==> src/rtl/key_pkg.sv <==
// key_pkg: shared constants and helpers for the push-button debouncer.
//
// Contents:
//   SYNC_STAGES   - depth of the input synchroniser (s1, s2)
//   cnt_width_t   - type used to carry counter-width values
//   deb_cycles_f  - stability window in clock cycles (clk_mhz * debounce_us)
//   cnt_width_f   - counter width able to hold 0 .. deb_cycles
package key_pkg;

  localparam int SYNC_STAGES = 2;

  typedef int unsigned cnt_width_t;

  function automatic int deb_cycles_f(input int clk_mhz, input int debounce_us);
    return clk_mhz * debounce_us;
  endfunction

  function automatic cnt_width_t cnt_width_f(input int deb_cycles);
    return cnt_width_t'($clog2(deb_cycles + 1));
  endfunction

endpackage

==> src/rtl/key_debounce_ch.sv <==
// key_debounce_ch: one debounced key channel.
//
// Takes an already polarity-normalised key (1 = pressed), synchronises it
// through SYNC_STAGES flops, and only accepts a new level once the
// synchronised value has disagreed with the stable level for DEB_CYCLES
// consecutive cycles. A single agreeing cycle restarts the count.
//
// Ports:
//   clk          in   system clock
//   rst_n        in   asynchronous active-low reset
//   key_pressed  in   raw key, 1 = pressed, not yet synchronised
//   key_level    out  debounced level, 1 = pressed
//   key_press    out  one-cycle pulse in the first cycle key_level reads 1
//   key_release  out  one-cycle pulse in the first cycle key_level reads 0
//   key_toggle   out  flips once per press when KEY_DEBOUNCER_TOGGLE_EN is
//                     defined, otherwise constant 0
module key_debounce_ch
  import key_pkg::*;
#(
  parameter int DEB_CYCLES = 8
) (
  input  logic clk,
  input  logic rst_n,
  input  logic key_pressed,
  output logic key_level,
  output logic key_press,
  output logic key_release,
  output logic key_toggle
);

  localparam int CW = int'(cnt_width_f(DEB_CYCLES));

  logic [SYNC_STAGES-1:0] sync_q, sync_d;
  logic                   st_q, st_d;
  logic [CW-1:0]          cnt_q, cnt_d;
  logic                   press_q, press_d;
  logic                   release_q, release_d;
  logic                   s2;

  assign s2 = sync_q[SYNC_STAGES-1];

  // The counter only runs while s2 disagrees with the stable level and is
  // cleared on the qualifying cycle, so it tops out at DEB_CYCLES-1.
  always_comb begin
    sync_d    = {sync_q[SYNC_STAGES-2:0], key_pressed};
    st_d      = st_q;
    cnt_d     = cnt_q;
    press_d   = 1'b0;
    release_d = 1'b0;
    if (s2 == st_q) begin
      cnt_d = '0;
    end else if (cnt_q == CW'(DEB_CYCLES - 1)) begin
      st_d      = s2;
      cnt_d     = '0;
      press_d   = s2;
      release_d = ~s2;
    end else begin
      cnt_d = cnt_q + 1'b1;
    end
  end

  always_ff @(posedge clk or negedge rst_n) begin
    if (!rst_n) begin
      sync_q    <= '0;
      st_q      <= 1'b0;
      cnt_q     <= '0;
      press_q   <= 1'b0;
      release_q <= 1'b0;
    end else begin
      sync_q    <= sync_d;
      st_q      <= st_d;
      cnt_q     <= cnt_d;
      press_q   <= press_d;
      release_q <= release_d;
    end
  end

  assign key_level   = st_q;
  assign key_press   = press_q;
  assign key_release = release_q;

`ifdef KEY_DEBOUNCER_TOGGLE_EN
  logic tog_q, tog_d;

  // Flips on the edge that ends the press pulse, so the new value appears
  // one cycle after key_press.
  always_comb begin
    tog_d = tog_q ^ press_q;
  end

  always_ff @(posedge clk or negedge rst_n) begin
    if (!rst_n) begin
      tog_q <= 1'b0;
    end else begin
      tog_q <= tog_d;
    end
  end

  assign key_toggle = tog_q;
`else
  assign key_toggle = 1'b0;
`endif

endmodule

==> src/rtl/key_debouncer.sv <==
// key_debouncer: synchronise, debounce and polarity-normalise w_key
// board push-buttons, giving clean levels and press/release pulses.
//
// Optional feature macro: KEY_DEBOUNCER_TOGGLE_EN (per-key toggle state on
// key_toggle; when undefined key_toggle is tied to 0).
//
// Ports:
//   clk          in   system clock
//   rst_n        in   asynchronous active-low reset
//   key_raw      in   [w_key] unsynchronised board keys
//   key_level    out  [w_key] debounced state, 1 = pressed
//   key_press    out  [w_key] one-cycle pulse on debounced press
//   key_release  out  [w_key] one-cycle pulse on debounced release
//   key_toggle   out  [w_key] per-key toggle state
module key_debouncer
  import key_pkg::*;
#(
  parameter int clk_mhz        = 50,
  parameter int w_key          = 4,
  parameter int debounce_us    = 10000,
  parameter int key_active_low = 1
) (
  input  logic             clk,
  input  logic             rst_n,
  input  logic [w_key-1:0] key_raw,
  output logic [w_key-1:0] key_level,
  output logic [w_key-1:0] key_press,
  output logic [w_key-1:0] key_release,
  output logic [w_key-1:0] key_toggle
);

  localparam int deb_cycles = deb_cycles_f(clk_mhz, debounce_us);

  if (deb_cycles < 2) begin : g_bad_deb_cycles
    $error("key_debouncer: deb_cycles must be at least 2");
  end

  logic [w_key-1:0] key_pressed;

  assign key_pressed = (key_active_low != 0) ? ~key_raw : key_raw;

  for (genvar i = 0; i < w_key; i++) begin : g_key
    key_debounce_ch #(
      .DEB_CYCLES(deb_cycles)
    ) u_ch (
      .clk        (clk),
      .rst_n      (rst_n),
      .key_pressed(key_pressed[i]),
      .key_level  (key_level[i]),
      .key_press  (key_press[i]),
      .key_release(key_release[i]),
      .key_toggle (key_toggle[i])
    );
  end

endmodule
==> config.mk <==
export PLATFORM = sky130hd
export DESIGN_NAME = key_debouncer
export DESIGN_NICKNAME = d
export VERILOG_FILES = /design/src/rtl/key_pkg.sv /design/src/rtl/key_debounce_ch.sv /design/src/rtl/key_debouncer.sv
export SDC_FILE = /design/constraint.sdc
export NUM_CORES = 1
export LEC_CHECK = 0
export ABC_AREA = 1
export BUFFER_PORTS_ARGS = -buffer_cell sky130_fd_sc_hd__buf_2
export CORE_MARGIN = 5
export CORE_UTILIZATION = 35
export CTS_BUF_LIST = sky130_fd_sc_hd__clkbuf_8
export DETAILED_ROUTE_END_ITERATION = 10
export PLACE_DENSITY = 0.54
export REMOVE_ABC_BUFFERS = 1
export SYNTH_ARGS = -nofsm -noshare
export SYNTH_HDL_FRONTEND = slang
export SYNTH_SLANG_ARGS = --single-unit
==> constraint.sdc <==
create_clock -name clk -period 1.89 [get_ports clk]
set_clock_uncertainty 0.05 [all_clocks]
set_input_delay 0.378 -clock clk [delete_from_list [all_inputs] [get_ports clk]]
set_output_delay 0.378 -clock clk [all_outputs]
set_load 0.05 [all_outputs]
==> flow_summary.toml, run 1 <==
[outcome]
outcome = "completed"

[layout]
nNetsFinal = 724
drive_gt1_frac = 0.155
mostFrequentLayoutCells = "nor2_1 (183), nand2_1 (113), dfrtp_1 (96)"
areaGrowthSynthToFinish_pct = 9.70
final_cell_area_sq_um = 5870
nFillCells = 1567
antenna_cells = 0
layout_commonest_cell = "nor2_1"

[grt]
grt_pass1_vias = 4101
antenna_found_initial = 0
grt_pass1_wl_microns = 19500
overflow = 0
grt_max_degree = 47
grtUsageTotal = 0.134

[synth]
synth.distinct_cells = 32
synth_ff_type = "dfrtp_1"
synth_fa_ha_area_frac = 0.00935
synth_seq_area_share = 0.449
synthCells = 695
ys_ff_latch = 96
synth.avg_cell_area_sq_um = 7.70
synth_mux_area_frac = 0
synthDominantCellAreaShare = 0.449
synth_top_family_by_area = "simple AND/OR/NAND/NOR gates"
synthArstFlopShare = 1.00
yosysWarningCount = 0
synth_area_leader_cell = "dfrtp_1"
synthXorXnorAreaFrac = 0.0589
synthesis.area_sq_um = 5350
synth-simple-area-share = 0.372
synth_compound_area_frac = 0.0274
synth-edff-count = 0
synthTopCellsByArea = "dfrtp_1 (45%), nor2_1 (13%), nand2_1 (7.9%)"

[clock_network]
post_cts_resized = 0
root_buffer = "clkbuf_8"
clk_latency_ns = 0.37
cts_hold_buf = 1
cts_tree = "done"
post_cts_buffers = 0
cts_buffers = 9
cts_buffer_depth = 2
clkTransAtPathRegs_ns = 0.09
clkSinkCount = 96
htree_levels = 3

[floorplanning]
rows = 45
die_area_sq_um = 17900
io_pins = 22
die_h_microns = 134
core_area_sq_um = 15100
die_w_microns = 134
initial_utilization = 0.355

[hold_path]
hold-path-endpoint = "g_key[3].u_ch.sync_q[0]"
hold_class = "in -> reg"
worstHoldPathCells = 2
worstHoldStart = "key_raw[3]"

[drt]
post_drt_wl_per_cell_microns = 12.4
viasPerCell = 4.59
drc = 0
drtAntennaViolNets = 0
drt_wl_total_microns = 11200
drtIter0Drc = 230
vias = 4160
dr.pass1.iters = 4

[critical_path]
rr_startpoint = "g_key[2].u_ch.cnt_q[0]"
r2r_slack_ns = 0.41
regToRegEndpoint = "g_key[2].u_ch.cnt_q[18]"
path_max_fanout = 4
slowest_stage = "dfrtp_1"
cp_data_arrival_time_ns = 1.09
crit_buf_inv = 1
critical_path.startpoint = "g_key[0].u_ch.key_level"
setup.worst_path.class = "reg -> out"
critPathMaxStageDelay_ns = 0.43
endpoint_kind = "primary output"
ff2ff_path_depth = 8
cp-start-kind = "register"
crit_required_ns = 1.46
path_cells = "buf_2"
cpLargestDelayFamily = "flip-flops"

[timing]
finalCritPeriodShare = 0.806
drv_slew = 0
setup_violations = 0
rsz0062_at_grt = "no"
finalHoldViolCount = 0
setup_ws_ns = 0.367
finalCriticalPeriod_ns = 1.52
max_freq_mhz = 657
tns_ns = 0
fin_hold_ws_ns = 0.0862

[pwr]
peakVddDrop_v = 0.000341
power-per-cell-area_nw_per_um2 = 669
power_mw = 3.92
total_leakage_power_nw = 2.53

[placed_design]
place_area_sq_um = 5620
dpl.hpwl_microns = 8370
io_buffer_count = 17
gp_congestion = 0.832
pre_cts_ws_ns = 0.400

[job]
maxCapViolCount = 0
## layout make-up
type | count | area, sq um | share of cell area
Inverter | 83 | 312 | 0.0531
Clock inverter | 5 | 105 | 0.0179
Sequential cell | 96 | 2400 | 0.409
Tap cell | 188 | 235 | 0.0401
Clock buffer | 10 | 138 | 0.0234
Multi-Input combinational cell | 501 | 2520 | 0.429
Timing Repair Buffer | 23 | 160 | 0.0273
## registers in the layout, indices dropped and copies added, names as in the netlist
register and flops:
g_key.u_ch.key_press 4, g_key.u_ch.sync_q 8, g_key.u_ch.key_release 4, g_key.u_ch.cnt_q 76, g_key.u_ch.key_level 4
## logic make-up (layout without fill, tap and decap cells)
family | after synthesis | in the layout
buffers and inverters | 101 | 121
adder cells (fa/ha/maj) | 4 | 4
AO/OA/AOI/OAI | 27 | 27
flip-flops | 96 | 96
AND/OR/NAND/NOR | 430 | 430
XOR/XNOR | 36 | 36
other | 1 | 4
## metal layers
metal	wire length (microns)	up-vias	global-route usage
met4	164	0	0.0429
met5	0	-	0
met2	4850	52	0.201
li1	-	2155	-
met1	5850	1941	0.194
met3	331	12	0.0287
## power by group
group,total [mW],internal (mW),switching [mW]
Combinational,0.168,0.0450,0.123
Clock,1.65,0.908,0.747
Sequential,2.10,2.08,0.0208
Total,3.92,3.03,0.891
## worst max path at each step
stage                                    to  slack (ns)  depth (start not counted)
CTS                            key_level[0]        0.31                          1
finish                         key_level[0]        0.37                          1
global route         g_key[3].u_ch.cnt_q[5]        0.22                          8
detailed placement  g_key[2].u_ch.cnt_q[18]        0.40                          8
floorplan           g_key[0].u_ch.cnt_q[17]        0.34                          6
global placement    g_key[2].u_ch.cnt_q[18]        0.45                          8
## cells in the mapped netlist (4+ instances only)
cell     instances
nor3b_1          5
nand2_2         20
nor3_2           6
nor2_2          27
a21oi_1         14
o21ai_1          4
nand2_1        113
o21ai_0          5
inv_1           77
nor2_4           9
buf_4           16
ha_1             4
dfrtp_1         96
nor2_1         183
nor3_1           4
xnor2_1         12
xor2_1          24
nand4_1          7
nand3_1         46
inv_2            6
## metrics by stage
step,utilization,cells
2_1_floorplan,-,680
3_3_place_gp,0.372,890
3_5_place_dp,0.372,890
4_1_cts,0.389,906
5_1_grt,0.389,906
6_report,0.389,906
Power figures use the tool's default switching activity.
==> run 2: changes to the inputs <==
--- a/config.mk
+++ b/config.mk
@@ -11,7 +11,7 @@
 export CORE_UTILIZATION = 35
 export CTS_BUF_LIST = sky130_fd_sc_hd__clkbuf_8
 export DETAILED_ROUTE_END_ITERATION = 10
-export PLACE_DENSITY = 0.54
+export PLACE_DENSITY = 0.56
 export REMOVE_ABC_BUFFERS = 1
 export SYNTH_ARGS = -nofsm -noshare
 export SYNTH_HDL_FRONTEND = slang
==> constraint.sdc (replaced) <==
create_clock -name clk -period 1.2 [get_ports clk]
set_clock_uncertainty 0.05 [all_clocks]
set_input_delay 0.24 -clock clk [delete_from_list [all_inputs] [get_ports clk]]
set_output_delay 0.24 -clock clk [all_outputs]
set_load 0.05 [all_outputs]
==> run 2 against run 1 <==
The run now ends with setup timing left. Final cell count up 18%. Clock-buffer cell count unchanged. Sequential share of layout area decreased by 11 points. Critical path depth is 6 higher. Combinational power grew to 2.8 times the previous value. Worst hold slack gained 0.11 ns. Power rose by 49%. Sequential power increased by 59%. Via count grew 17%. Utilization is 15 points higher. Highest routed layer unchanged. Worst setup slack got worse by 0.58 ns.
==> flow_summary.toml, run 2 (synthesized netlist as in run 1, its figures left out) <==
[outcome]
violations = "setup timing"
outcome = "finished with violations"

[pwr]
peakVddDrop_v = 0.000470
clkPwrFrac = 0.349
seqPwrFrac = 0.570
p_int_mw = 4.30
total_leakage_power_nw = 3.63
p_switching_mw = 1.55
switching_share = 0.265
combPwrFrac = 0.081
power-per-cell-area_nw_per_um2 = 721
power_mw = 5.85

[critical_path]
endpoint_kind = "register"
crit_required_ns = 1.43
cpLargestDelayFamily = "simple AND/OR/NAND/NOR gates"
critPathMaxStageDelay_ns = 0.41
path_cells = "ha_4 > nand2_4 > buf_12 > nor2_4 > nand3_4 > nand2_4 > nor2_1"
cp-start-kind = "register"
slowest_stage = "dfrtp_1"
crit_top_cell = "nand2_4"
cp_data_arrival_time_ns = 1.64
crit_buf_inv = 1
path_max_fanout = 8
setup.worst_path.class = "reg -> reg"

[floorplanning]
die_h_microns = 134
initial_utilization = 0.355
die_w_microns = 134
die_area_sq_um = 17900
core_area_sq_um = 15100
rows = 45
io_pins = 22

[drt]
post_drt_wl_per_cell_microns = 12.7
viasPerCell = 4.55
dr.pass1.iters = 4
drtAntennaViolNets = 0
drt_wl_total_microns = 13500
drc = 0
drtIter0Drc = 212
vias = 4854

[layout]
largest_register_ffs = 76
instances_no_fill = 1066
nFillCells = 1346
mostFrequentLayoutCells = "nor2_1 (134), buf_4 (127), nand2_1 (97)"
multi_input_area_sq_um = 3360
antenna_cells = 0
reg.largest.list = "g_key.u_ch.cnt_q x76, g_key.u_ch.sync_q x8"
drive_gt1_frac = 0.460
final_cell_area_sq_um = 8110
layout_commonest_cell = "nor2_1"
nNetsFinal = 883
seqCellArea_sq_um = 2420
areaGrowthSynthToFinish_pct = 51.6
regMostFlops = "g_key.u_ch.cnt_q"

[grt]
use_met2 = 0.252
use_met1 = 0.186
antenna_found_initial = 0
grt_pass1_vias = 4931
grtUsageMet3 = 0.0325
busiest_layer = "met2"
overflow = 0
grt_pass1_wl_microns = 22000
grt_max_degree = 50
grtUsageTotal = 0.150

[timing]
finalCritPeriodShare = 1.18
finalCriticalPeriod_ns = 1.42
setup_ws_ns = -0.217
rsz0062_at_grt = "yes"
setup_violations = 90
drv_slew = 0
max_freq_mhz = 706
finalHoldViolCount = 0

[clock_network]
clkSinkCount = 96
cts_tree = "done"
root_buffer = "clkbuf_8"
cts_buffers = 9
cts_buffer_depth = 2
clkTransAtPathRegs_ns = 0.10
htree_levels = 3
clk_latency_ns = 0.39

[placed_design]
place_area_sq_um = 6490
io_buffer_count = 17
dpl.hpwl_microns = 9150
gp_congestion = 0.862
place_inst = 1006

[job]
maxCapViolCount = 0

[hold_path]
hold_class = "in -> async"
## run 2: metal layers
metal / up-vias / wire length [microns]
met5: - / 0
met4: 0 / 274
met3: 21 / 379
met2: 61 / 6940
met1: 2299 / 5920
li1: 2473 / -
## run 2: cell type report
cell class              count  area share
flip-flops and latches     96       0.298
well taps                 188      0.0290
clock buffers              10      0.0170
inverters                  83      0.0409
repair buffers            182       0.195
clock inverters             6     0.00540
multi-input cells         501       0.415
## run 2: metrics by stage
stage / setup TNS, ns / worst slack, ns / utilization / hold WS [ns]
3_5_place_dp: -12.38 / -0.269 / 0.430 / 0.0690
3_3_place_gp: -8.76 / -0.214 / 0.430 / 0.0686
5_1_grt: -17.92 / -0.294 / 0.538 / 0.207
2_1_floorplan: -16.23 / -0.348 / - / -0.106
4_1_cts: -10.53 / -0.197 / 0.495 / 0.181
6_report: -11.39 / -0.217 / 0.538 / 0.194
## run 2: worst paths after layout
path,slack [ns],depth (start not counted),to,start
setup / recovery,-0.22,7,g_key[2].u_ch.cnt_q[5],g_key[2].u_ch.cnt_q[1]
setup reg to reg,-0.22,7,g_key[2].u_ch.cnt_q[5],g_key[2].u_ch.cnt_q[1]
max in group asynchronous,0.36,3,g_key[0].u_ch.sync_q[1],rst_n
min in group clk,0.31,0,g_key[3].u_ch.sync_q[1],g_key[3].u_ch.sync_q[0]
hold reg to reg,0.31,0,g_key[3].u_ch.sync_q[1],g_key[3].u_ch.sync_q[0]
hold / removal,0.19,2,g_key[2].u_ch.cnt_q[9],rst_n
## run 2: power by group through the flow
stage | sequential (mW) | clock [mW] | combinational [mW]
after CTS | 3.32 | 2.12 | 0.404
after floorplan | 3.37 | 0 | 0.132
after detailed placement | 3.37 | 0 | 0.311
final | 3.34 | 2.04 | 0.474
after global placement | 3.37 | 0 | 0.303
after global routing | 3.34 | 2.25 | 0.530
## run 2: timing repair
action                     in CTS  in global routing
pin swaps                      59                 52
hold buffers                    5                  0
buffers inserted               20                 20
resized for setup             161                126
gates cloned                    0                  1
hold endpoints to repair      100                  0
setup endpoints to repair      97                100
==> run 3: changes to the inputs <==
--- a/config.mk
+++ b/config.mk
@@ -13,6 +13,7 @@
 export DETAILED_ROUTE_END_ITERATION = 10
 export PLACE_DENSITY = 0.56
 export REMOVE_ABC_BUFFERS = 1
+export SETUP_SLACK_MARGIN = 0.05
 export SYNTH_ARGS = -nofsm -noshare
 export SYNTH_HDL_FRONTEND = slang
 export SYNTH_SLANG_ARGS = --single-unit
==> run 3 against run 2 <==
The flow still finishes with violations (setup timing). Sequential share of layout area is 0.37 points lower. Global-route usage is 0.096 points higher. Power is 0.51% higher. Via count is 1.9% higher. Combinational power is 5.1% higher. Worst setup slack better by 0.0018 ns. Design area is 1.3% higher. Routed wire length is 2.2% higher. Utilization is 0.70 points higher. Critical path depth stayed put. Largest power group unchanged.
==> flow_summary.toml, run 3 (synthesized netlist as in run 1, its figures left out) <==
[critical_path]
cp_data_arrival_time_ns = 1.64
regToRegEndpoint = "g_key[2].u_ch.cnt_q[5]"
crit_required_ns = 1.43
r2r_slack_ns = -0.21
setup.worst_path.class = "reg -> reg"
endpoint = "g_key[2].u_ch.cnt_q[5]"
rr_startpoint = "g_key[2].u_ch.cnt_q[0]"
critical_path.startpoint = "g_key[2].u_ch.cnt_q[0]"
cp-start-kind = "register"
path_max_fanout = 8
endpoint_kind = "register"
ff2ff_path_depth = 7

[timing]
finalHoldViolCount = 0
max_freq_mhz = 707
rsz0062_at_grt = "yes"
finalCriticalPeriod_ns = 1.41
tns_ns = -11.65
setup_ws_ns = -0.215
finalCritPeriodShare = 1.18
setup_violations = 91
drv_slew = 0
fin_hold_ws_ns = 0.192

[clock_network]
cts_buffers = 9
clkTransAtPathRegs_ns = 0.10
cts_buffer_depth = 2
htree_levels = 3
cts_tree = "done"
clk_latency_ns = 0.39
clkSinkCount = 96
root_buffer = "clkbuf_8"

[floorplanning]
die_h_microns = 134
initial_utilization = 0.355
die_w_microns = 134
rows = 45
core_area_sq_um = 15100
die_area_sq_um = 17900
io_pins = 22

[drt]
drt_wl_total_microns = 13800
drtIter0Drc = 196
vias = 4945
dr.pass1.iters = 4
viasPerCell = 4.61
drtAntennaViolNets = 0
post_drt_wl_per_cell_microns = 12.9
drc = 0

[layout]
regMostFlops = "g_key.u_ch.cnt_q"
nFillCells = 1325
reg.largest.list = "g_key.u_ch.cnt_q x76, g_key.u_ch.sync_q x8"
areaGrowthSynthToFinish_pct = 53.6
nNetsFinal = 889
final_util = 0.545
final_cell_area_sq_um = 8220
mostFrequentLayoutCells = "nor2_1 (134), buf_4 (131), nand2_1 (95)"
largest_register_ffs = 76
layout_commonest_cell = "nor2_1"
drive_gt1_frac = 0.475
antenna_cells = 0

[pwr]
peakVddDrop_v = 0.000469
power-per-cell-area_nw_per_um2 = 716
switching_share = 0.266
total_leakage_power_nw = 3.66
seqPwrFrac = 0.568
clkPwrFrac = 0.347
p_switching_mw = 1.56
combPwrFrac = 0.085
p_int_mw = 4.32

[grt]
grtUsageTotal = 0.151
grt_pass1_wl_microns = 22100
grt_pass1_vias = 4938
overflow = 0
grt_max_degree = 50
antenna_found_initial = 0

[hold_path]
hold_class = "in -> async"

[placed_design]
gp_congestion = 0.862
place_area_sq_um = 6490
dpl.hpwl_microns = 9150
pre_cts_ws_ns = -0.269
io_buffer_count = 17

[job]
maxCapViolCount = 0

[outcome]
outcome = "finished with violations"
violations = "setup timing"
==> run 3: cell types whose count changed in the layout (fill, tap and decap cells not counted), moves of 2 or more <==
cell     change
buf_8        +2
buf_4        +4
nand2_1      -2
nor2_2       -5
inv_2        +4
nand2_2      +2
nor2_4       +5
inv_1        -4
==> run 3: power groups by stage <==
| stage | clock network [mW] | registers, mW | logic [mW] |
|---|---|---|---|
| detailed placement | 0 | 3.37 | 0.311 |
| global route | 2.25 | 3.35 | 0.556 |
| finish | 2.04 | 3.34 | 0.498 |
| CTS | 2.12 | 3.33 | 0.411 |
| global placement | 0 | 3.37 | 0.303 |
| floorplan | 0 | 3.37 | 0.132 |
==> run 3: layout make-up <==
| cell class | count | area [sq um] | share of cell area |
|---|---|---|---|
| multi-input combinational | 501 | 3410 | 0.415 |
| sequential | 96 | 2420 | 0.294 |
| timing repair buffer | 188 | 1640 | 0.199 |
| inverter | 83 | 334 | 0.0407 |
| tap | 188 | 235 | 0.0286 |
| clock buffer | 10 | 138 | 0.0167 |
| clock inverter | 6 | 43.8 | 0.00533 |
==> run 3: what timing repair did <==
action	4_1_cts	5_1_grt
endpoints found under the setup margin	99	100
pin swaps	63	62
gates resized for setup	173	132
setup buffers	21	26
hold endpoints to repair	100	0
hold buffers	5	0
cloned	1	0
==> run 3: stage by stage <==
step           total power, mW  instances
2_1_floorplan             3.50        680
3_3_place_gp              3.67       1006
3_5_place_dp              3.68       1006
4_1_cts                   5.86       1047
5_1_grt                   6.16       1072
6_report                  5.88       1072
==> run 3: per-layer routing <==
metal  share of wire  track usage  vias up
met2            0.51        0.255       81
li1                -            -     2486
met1            0.44        0.188     2351
met4           0.021       0.0589        0
met3           0.031       0.0325       27
met5               0            0        -
==> run 3: worst max-delay path, cell delays in order, from the launching register on <==
cell,delay [ns]
dfrtp_1,0.41
ha_4,0.19
nand2_4,0.08
buf_12,0.13
nor2_4,0.09
nand3_4,0.16
nand2_4,0.15
nor2_1,0.05
==> run 3: how the worst min path moves through the flow <==
stage	startpoint	to	slack (ns)
6_report	rst_n	g_key[2].u_ch.cnt_q[9]	0.19
5_1_grt	rst_n	g_key[2].u_ch.cnt_q[15]	0.21
4_1_cts	rst_n	g_key[2].u_ch.cnt_q[14]	0.18
3_5_place_dp	rst_n	g_key[2].u_ch.cnt_q[14]	0.07
3_3_place_gp	rst_n	g_key[2].u_ch.cnt_q[14]	0.07
2_1_floorplan	rst_n	g_key[0].u_ch.cnt_q[0]	-0.11
